File: src/rtl/freq_tick_gen_if.sv
// Request and status bundle between freq_tick_gen and its controller.
// The controller holds the master modport and the tick generator holds the slave modport.
interface freq_tick_gen_if #(
  parameter int unsigned COUNT_W = 16
);
  logic [5:0]         div_in;
  logic [2:0]         sel;
  logic               sel_load;
  logic               clr_count;
  logic               tick;
  logic [COUNT_W-1:0] tick_count;
  logic [2:0]         sel_cur;
  logic               busy;
  logic               sel_err;

  modport master (
    output div_in, sel, sel_load, clr_count,
    input  tick, tick_count, sel_cur, busy, sel_err
  );

  modport slave (
    input  div_in, sel, sel_load, clr_count,
    output tick, tick_count, sel_cur, busy, sel_err
  );
endinterface

File: src/rtl/freq_tick_gen.sv
// Resynchronises the ripple-divider taps and emits one clk-wide tick per rising edge of the selected tap.
// Each tap switch passes through a settle window that suppresses ticks.
module freq_tick_gen #(
  parameter int unsigned SETTLE    = 4,
  parameter int unsigned COUNT_W   = 16,
  parameter int unsigned RESET_SEL = 0
) (
  input  logic            clk,
  input  logic            reset,
  freq_tick_gen_if.slave  bus_if
);

  localparam int unsigned CNT_W = (SETTLE > 1) ? $clog2(SETTLE) : 1;
  localparam logic [CNT_W-1:0] SETTLE_INIT = CNT_W'(SETTLE - 1);
  localparam logic [2:0]       SEL_INIT    = 3'(RESET_SEL);

  typedef enum logic {
    ST_SETTLE,
    ST_RUN
  } state_e;

  state_e             state_q, state_d;
  logic [CNT_W-1:0]   settle_cnt_q, settle_cnt_d;
  logic [2:0]         sel_cur_q, sel_cur_d;
  logic [5:0]         s1_q, s2_q, s3_q;
  logic               tick_q, tick_d;
  logic               sel_err_q, sel_err_d;
  logic [COUNT_W-1:0] count_q, count_d;
  logic               load_ok, load_bad, rise;

  assign load_ok  = bus_if.sel_load & (bus_if.sel <= 3'd5);
  assign load_bad = bus_if.sel_load & (bus_if.sel >  3'd5);
  assign rise     = s2_q[sel_cur_q] & ~s3_q[sel_cur_q];

  always_ff @(posedge clk) begin
    if (reset) begin
      state_q      <= ST_SETTLE;
      settle_cnt_q <= SETTLE_INIT;
      sel_cur_q    <= SEL_INIT;
    end else begin
      state_q      <= state_d;
      settle_cnt_q <= settle_cnt_d;
      sel_cur_q    <= sel_cur_d;
    end
  end

  // A valid load restarts the settle window from any state, even mid-settle.
  always_comb begin
    state_d      = state_q;
    settle_cnt_d = settle_cnt_q;
    sel_cur_d    = sel_cur_q;
    if (load_ok) begin
      sel_cur_d    = bus_if.sel;
      settle_cnt_d = SETTLE_INIT;
      state_d      = ST_SETTLE;
    end else begin
      unique case (state_q)
        ST_SETTLE: begin
          if (settle_cnt_q == '0) state_d = ST_RUN;
          else                    settle_cnt_d = settle_cnt_q - 1'b1;
        end
        ST_RUN: ;
        default: state_d = ST_SETTLE;
      endcase
    end
  end

  always_comb begin
    bus_if.busy = (state_q == ST_SETTLE);
  end

  always_comb begin
    tick_d    = rise & (state_q == ST_RUN) & ~load_ok;
    sel_err_d = load_bad;
    count_d   = count_q;
    if (bus_if.clr_count) count_d = '0;
    else if (tick_d)      count_d = count_q + 1'b1;
  end

  always_ff @(posedge clk) begin
    if (reset) begin
      s1_q      <= '0;
      s2_q      <= '0;
      s3_q      <= '0;
      tick_q    <= 1'b0;
      sel_err_q <= 1'b0;
      count_q   <= '0;
    end else begin
      s1_q      <= bus_if.div_in;
      s2_q      <= s1_q;
      s3_q      <= s2_q;
      tick_q    <= tick_d;
      sel_err_q <= sel_err_d;
      count_q   <= count_d;
    end
  end

  assign bus_if.tick       = tick_q;
  assign bus_if.sel_err    = sel_err_q;
  assign bus_if.tick_count = count_q;
  assign bus_if.sel_cur    = sel_cur_q;

endmodule

File: src/flat_wrapper.sv
// flat-port wrapper written by rule: the top's interface ports become plain ports
module freq_tick_gen_flat 
#(
  parameter int unsigned SETTLE    = 4,
  parameter int unsigned COUNT_W   = 16,
  parameter int unsigned RESET_SEL = 0
)
  (clk, reset, bus_if_div_in, bus_if_sel, bus_if_sel_load, bus_if_clr_count, bus_if_tick, bus_if_tick_count, bus_if_sel_cur, bus_if_busy, bus_if_sel_err);
  freq_tick_gen_if #(.COUNT_W(COUNT_W)) bus_if_i ();
  input  logic clk;
  input  logic reset;
  input wire logic [$bits(bus_if_i.div_in)-1:0] bus_if_div_in;
  input wire logic [$bits(bus_if_i.sel)-1:0] bus_if_sel;
  input wire logic [$bits(bus_if_i.sel_load)-1:0] bus_if_sel_load;
  input wire logic [$bits(bus_if_i.clr_count)-1:0] bus_if_clr_count;
  output wire logic [$bits(bus_if_i.tick)-1:0] bus_if_tick;
  output wire logic [$bits(bus_if_i.tick_count)-1:0] bus_if_tick_count;
  output wire logic [$bits(bus_if_i.sel_cur)-1:0] bus_if_sel_cur;
  output wire logic [$bits(bus_if_i.busy)-1:0] bus_if_busy;
  output wire logic [$bits(bus_if_i.sel_err)-1:0] bus_if_sel_err;
  assign bus_if_i.div_in = bus_if_div_in;
  assign bus_if_i.sel = bus_if_sel;
  assign bus_if_i.sel_load = bus_if_sel_load;
  assign bus_if_i.clr_count = bus_if_clr_count;
  assign bus_if_tick = bus_if_i.tick;
  assign bus_if_tick_count = bus_if_i.tick_count;
  assign bus_if_sel_cur = bus_if_i.sel_cur;
  assign bus_if_busy = bus_if_i.busy;
  assign bus_if_sel_err = bus_if_i.sel_err;
  freq_tick_gen #(.SETTLE(SETTLE), .COUNT_W(COUNT_W), .RESET_SEL(RESET_SEL)) u_core (.clk(clk), .reset(reset), .bus_if(bus_if_i));
endmodule
File: config.mk
export PLATFORM = sky130hd
export DESIGN_NAME = freq_tick_gen_flat
export DESIGN_NICKNAME = d
export VERILOG_FILES = /design/src/rtl/freq_tick_gen_if.sv /design/src/rtl/freq_tick_gen.sv /design/src/flat_wrapper.sv
export SDC_FILE = /design/constraint.sdc
export NUM_CORES = 1
export LEC_CHECK = 0
export ABC_AREA = 1
export BUFFER_PORTS_ARGS = -buffer_cell sky130_fd_sc_hd__buf_4
export CAP_MARGIN = 30
export CORE_UTILIZATION = 50
export DETAILED_ROUTE_END_ITERATION = 16
export PLACE_DENSITY = 0.82
export SLEW_MARGIN = 0
export SYNTH_ARGS = -nofsm -noshare
export SYNTH_HDL_FRONTEND = slang
export SYNTH_SLANG_ARGS = --single-unit
File: constraint.sdc
create_clock -name clk -period 2.2 [get_ports clk]
set_input_delay 0.44 -clock clk [delete_from_list [all_inputs] [get_ports clk]]
set_output_delay 0.44 -clock clk [all_outputs]
set_load 0.01 [all_outputs]
== Word level (Yosys, flattened, before mapping) ==
Cells that the tools add are included.

* Add/subtract/negate cells: 2
* Order comparisons: 3
* Mux-type cells: 6
* Bitwise logic cells: 9
* Reductions and logical operators: 4

{| class="wikitable"
|+ Operators by type and width
! operator !! count
|-
| adder 16 x 1 -> 16 bit, second input constant || 1
|-
| binary-select mux 1 bit (select 3 bit) || 2
|-
| AND 1 bit || 5
|-
| less-than comparator 3 x 4 -> 1 bit, second input constant || 1
|-
| two-way mux 1 bit || 4
|-
| inverter 1 bit || 4
|-
| OR reduction 2 bit || 2
|-
| > comparator 3 bit, second input constant || 1
|-
| <= comparator 3 bit, second input constant || 1
|-
| zero test 2 bit || 1
|-
| AND reduction 2 bit || 1
|-
| subtractor 2 x 1 -> 2 bit, second input constant || 1
|}

* Register bits after elaboration: 42
* Input bits: 13
* Output and inout port bits: 22
* Logic and storage cells: 33

== Longest topological paths before layout ==
* Depth in word-level cells: 6
* Depth in mapped cells: 11
* Depth with buffers taken out: 11

== Least setup slack after synthesis ==
Ideal clock, no wire load.

* Path kind: reg-to-reg
* From: reg u_core.count_q[0] (netlist: u_core.bus_if.tick_count[0])
* To: reg u_core.count_q[14] (netlist: u_core.bus_if.tick_count[14])
* Setup time: 115 ps
* Data arrival time: 1326 ps
* Data required time: 2085 ps
* Setup slack: 759 ps
* Stages on the path, launching flop included: 11
* Buffers on the path: 0
* Clock period less this slack: 1441 ps
* Cells stage by stage: dfxtp_1 ha_1 nand2_1 nor2_1 nand2_1 nor2_1 nand2_1 nor2_1 nand3_1 nand2_1 nor2_1

* Cells in the longest elaborated chain, start to end: 1

{| class="wikitable"
|+ RTL lines
! what !! line !! RTL
|-
| from (decl) || freq_tick_gen.sv:28 || <nowiki>logic [COUNT_W-1:0] count_q, count_d;</nowiki>
|-
| from (signal assigned) || freq_tick_gen.sv:94 || <nowiki>count_q <= count_d;</nowiki>
|-
| adder 16 x 1 -> 16 bit || freq_tick_gen.sv:77 || <nowiki>else if (tick_d) count_d = count_q + 1'b1;</nowiki>
|}

No other way between the ends.
A chain may end at the register's enable or synchronous reset.

== Final worst setup path ==
* From: reg u_core.sel_cur_q[0] (netlist: u_core.bus_if.sel_cur[0])
* To: reg u_core.count_q[8] (netlist: u_core.bus_if.tick_count[8])

* Cells in the longest elaborated chain, start to end: 6
* Elaborated cells on any way between the ends: 8
* Those cells by class: mux: 4; bitwise: 4

{| class="wikitable"
|+ RTL lines
! what !! line !! RTL
|-
| from (decl) || freq_tick_gen.sv:24 || <nowiki>logic [2:0] sel_cur_q, sel_cur_d;</nowiki>
|-
| from (signal assigned) || freq_tick_gen.sv:43 || <nowiki>sel_cur_q <= sel_cur_d;</nowiki>
|-
| binary-select mux 1 bit (select 3 bit) || freq_tick_gen.sv:33 || <nowiki>assign rise = s2_q[sel_cur_q] & ~s3_q[sel_cur_q];</nowiki>
|-
| two-way mux 1 bit (implied by the code) || freq_tick_gen.sv:33 ||
|-
| inverter 1 bit || freq_tick_gen.sv:33 ||
|-
| AND 1 bit * || freq_tick_gen.sv:33 ||
|-
| AND 1 bit * (2 in series) || freq_tick_gen.sv:73 || <nowiki>tick_d = rise & (state_q == ST_RUN) & ~load_ok;</nowiki>
|}

Mark *: on every way between the ends. The rest lies on a longest branch, timed or not. The select of a mux whose other input is x is not followed.

==> run_results.csv <==
group,metric,value,unit
yosys,synth-async-reset-ratio,0,
yosys,synth_nets,298,
routing,wl,3456,um
yosys,synth_top_area_cell,"dfxtp_1",
timing,clock_skew,2.716,ps
setup_path,required,2390,ps
setup_path,crit_arrival,1890,ps
power_and_ir_drop,p_leak,0.001068,uW
clocking,cts_tree,"built",
setup_path,critPathSlowestCell,"dfxtp_1",
setup_path,crit_type,"reg -> reg",
yosys,synth-compound-area-share,0.02549,
placed_design,io_buffers,34,
placed_design,gp_congestion,0.8243,
yosys,synth_common_cells,"nand2_1 (63), inv_1 (62), nor2_1 (58)",
timing,fin_crit_sh,0.7711,
yosys,synth_edf_count,0,
power_and_ir_drop,p_int,1045,uW
clocking,htreeDepth,2,
power_and_ir_drop,clockPowerShare,0.353,
setup_path,cp-start-kind,"register",
power_and_ir_drop,pwr-share-comb,0.072,
timing,rsz0062_at_grt,"false",
yosys,synth_fa_ha_area_frac,0.01341,
timing,hold_ws,343.5,ps
cells_and_area,final_net_count,334,
setup_path,cp_top_family,"simple AND/OR/NAND/NOR gates",
timing,fmax,0.5895,GHz
power_and_ir_drop,irDropWorstVdd,0.0004956,V
setup_path,crit_top_cell,"nor2_1",
yosys,yosysWarningCount,0,
floorplanning,die_y,63.08,um
timing,tightest_slew,923.0,ps
floorplanning,start_util,0.5420,
power_and_ir_drop,cellPowerDensity,613.9,nW/um^2
setup_path,cp.buffers_inverters,2,
global_route,grt_pass1_wl,6168,um
cells_and_area,seqCellArea,840.8,sq um
cells_and_area,drive_gt1_frac,0.1469,
power_and_ir_drop,switching_share,0.2399,
clocking,post_cts_buffers,0,
timing,finalSetupViolCount,0,
routing,dr.pass1.iters,5,
yosys,synth-seq-area-share,0.4507,
clocking,cts_buffers,5,
clocking,cts-resized-gates,0,
yosys,synthSimpleGateAreaFrac,0.3608,
floorplanning,dieArea,3979,sq um
power_and_ir_drop,seqPwrFrac,0.575,
yosys,yosys-mux-area-fraction,0,
job,maxCapViolCount,0,
global_route,grt_pass1_vias,1476,
yosys,ys_types,20,
floorplanning,die_w,63.08,um
cells_and_area,diodes,0,
worst_hold_path,hold_path.class,"in -> reg",
yosys,synthesis.area,1866,sq um
clocking,cts.sinks,42,
global_route,grt-ovfl-total,0,
clocking,clk_latency,290,ps
routing,wire_per_inst,9.443,um
yosys,synth_area_per_cell,6.592,sq um
floorplanning,io_pins,35,
yosys,ys.flop_type,"dfxtp_1",
cells_and_area,fillers,327,
routing,drtIter0Drc,60,
timing,finalWorstSetupSlack,503.7,ps
setup_path,path_max_fanout,15,
timing,period_needed,1696,ps
placed_design,dp_hpwl,2573,um
floorplanning,coreArea,3442,sq um
cells_and_area,area_growth_syn_to_layout,20.05,%
yosys,synth_top_family_by_area,"simple AND/OR/NAND/NOR gates",
clocking,cts-root-buf,"clkbuf_8",
global_route,grt_max_degree,27,
placed_design,preCtsSetupSlack,455.2,ps
yosys,yosysTopAreaCellShare,0.4507,
yosys,yosysMostFrequentCell,"nand2_1",
timing,tns,0,ps
routing,vias,1638,
yosys,syn_inst,283,
clocking,holdBufCountCts,0,
setup_path,crit_path_max_incr_delay,460,ps
yosys,synth_top_cells_by_area,"dfxtp_1 (45%), nand2_1 (13%), inv_1 (12%), nor2_1 (12%), nand3_1 (7.8%)",
cells_and_area,multi_input_area,754.5,sq um
floorplanning,row_count,21,
power_and_ir_drop,switchingPower,329.9,uW
setup_path,cp_cell_sequence,"inv_2 > nand2_1 > nand3_2 > nor2_1 > nor2_1 > nor2_4 > buf_4 > nand3_1 > nand2_1 > nor2_1",
routing,vias_per_cell,4.475,
status,status,"finished, final reports clean",
setup_path,endpoint_kind,"register",
yosys,synth-seq-cells,42,
clocking,clockBufferDepth,2,
timing,maxSlewViolCount,0,
yosys,synth-xor-area-share,0.004695,
global_route,antenna_found_initial,0,
global_route,grt_use_total,0.1996,
timing,slew_headroom,0.3824,
routing,drc,0,
routing,ant_nets,0,
clocking,cts.clk_slew.worst_paths,80,ps
timing,hold_viol_final,0,
-- cell usage in the layout (no fill, tap or decap), drive strengths merged --
cell type  netlist  layout
nand2           64      64
inv             63      64
nor2            59      59
dfxtp           42      42
buf              2      35
nand3           30      30
nor3             5       5
clkbuf           4       5
a21oi            3       3
a211oi           3       3
nand3b           2       2
o21ai            2       2
ha               2       2
clkinv           0       2
xor2             1       1
nor4             1       1
-- flip-flops by register name, summed over array words and instances (netlist names) --
name and cells:
u_core.s1_q 6, u_core.bus_if.tick 1, u_core.bus_if.sel_err 1, u_core.state_q 1, u_core.settle_cnt_q 2, u_core.bus_if.tick_count 16, u_core.s2_q 6, u_core.bus_if.sel_cur 3
u_core.s3_q 6
-- worst paths after layout --
check	slack, ps	depth (start not counted)	from	to
setup / recovery	500	10	u_core.bus_if.sel_cur[0]	u_core.bus_if.tick_count[8]
hold / removal	340	3	bus_if_div_in[3]	u_core.s1_q[3]
setup reg to reg	500	10	u_core.bus_if.sel_cur[0]	u_core.bus_if.tick_count[8]
hold reg to reg	410	2	u_core.s1_q[3]	u_core.s2_q[3]
-- cell families (layout without fill, tap and decap cells) --
kind of cell / after synthesis / count (layout)
fa+ha+maj: 2 / 2
flops: 42 / 42
simple gates: 161 / 161
xor+xnor: 1 / 1
compound gates: 8 / 8
buf+inv: 69 / 106
-- metrics by stage --
stage | total power (uW) | instances | utilization | cell area, sq um
floorplan | 870.0 | 283 | - | 1866
global placement | 905.3 | 358 | 0.6252 | 2152
detailed placement | 908.2 | 358 | 0.6252 | 2152
CTS | 1394 | 366 | 0.6507 | 2240
global route | 1453 | 366 | 0.6507 | 2240
finish | 1375 | 366 | 0.6507 | 2240
-- metal layers --
metal / up-vias / part of all wire / track usage
li1: 909 / - / -
met1: 687 / 0.49 / 0.2511
met2: 38 / 0.45 / 0.3118
met3: 4 / 0.049 / 0.05797
met4: 0 / 0.010 / 0.09302
met5: - / 0 / 0
-- power by group through the flow --
stage / Sequential (uW) / Combinational [uW] / Clock [uW]
2_1_floorplan: 809 / 61.5 / 0
3_3_place_gp: 808 / 96.8 / 0
3_5_place_dp: 809 / 98.9 / 0
4_1_cts: 791 / 99.3 / 503
5_1_grt: 794 / 114 / 545
6_report: 791 / 98.6 / 485
-- tightest hold or removal path: stages --
cell and delay [ps]:
buf_4 70, inv_1 30, nor2_1 60
-- area by class of cell --
cell class / count / area share
Tap cell: 46 / 0.02570
Sequential cell: 42 / 0.3754
Multi-Input combinational cell: 172 / 0.3369
Timing Repair Buffer: 35 / 0.1173
Clock buffer: 5 / 0.03073
Clock inverter: 3 / 0.008380
Inverter: 63 / 0.1056
(Power assumes the default switching activity.)
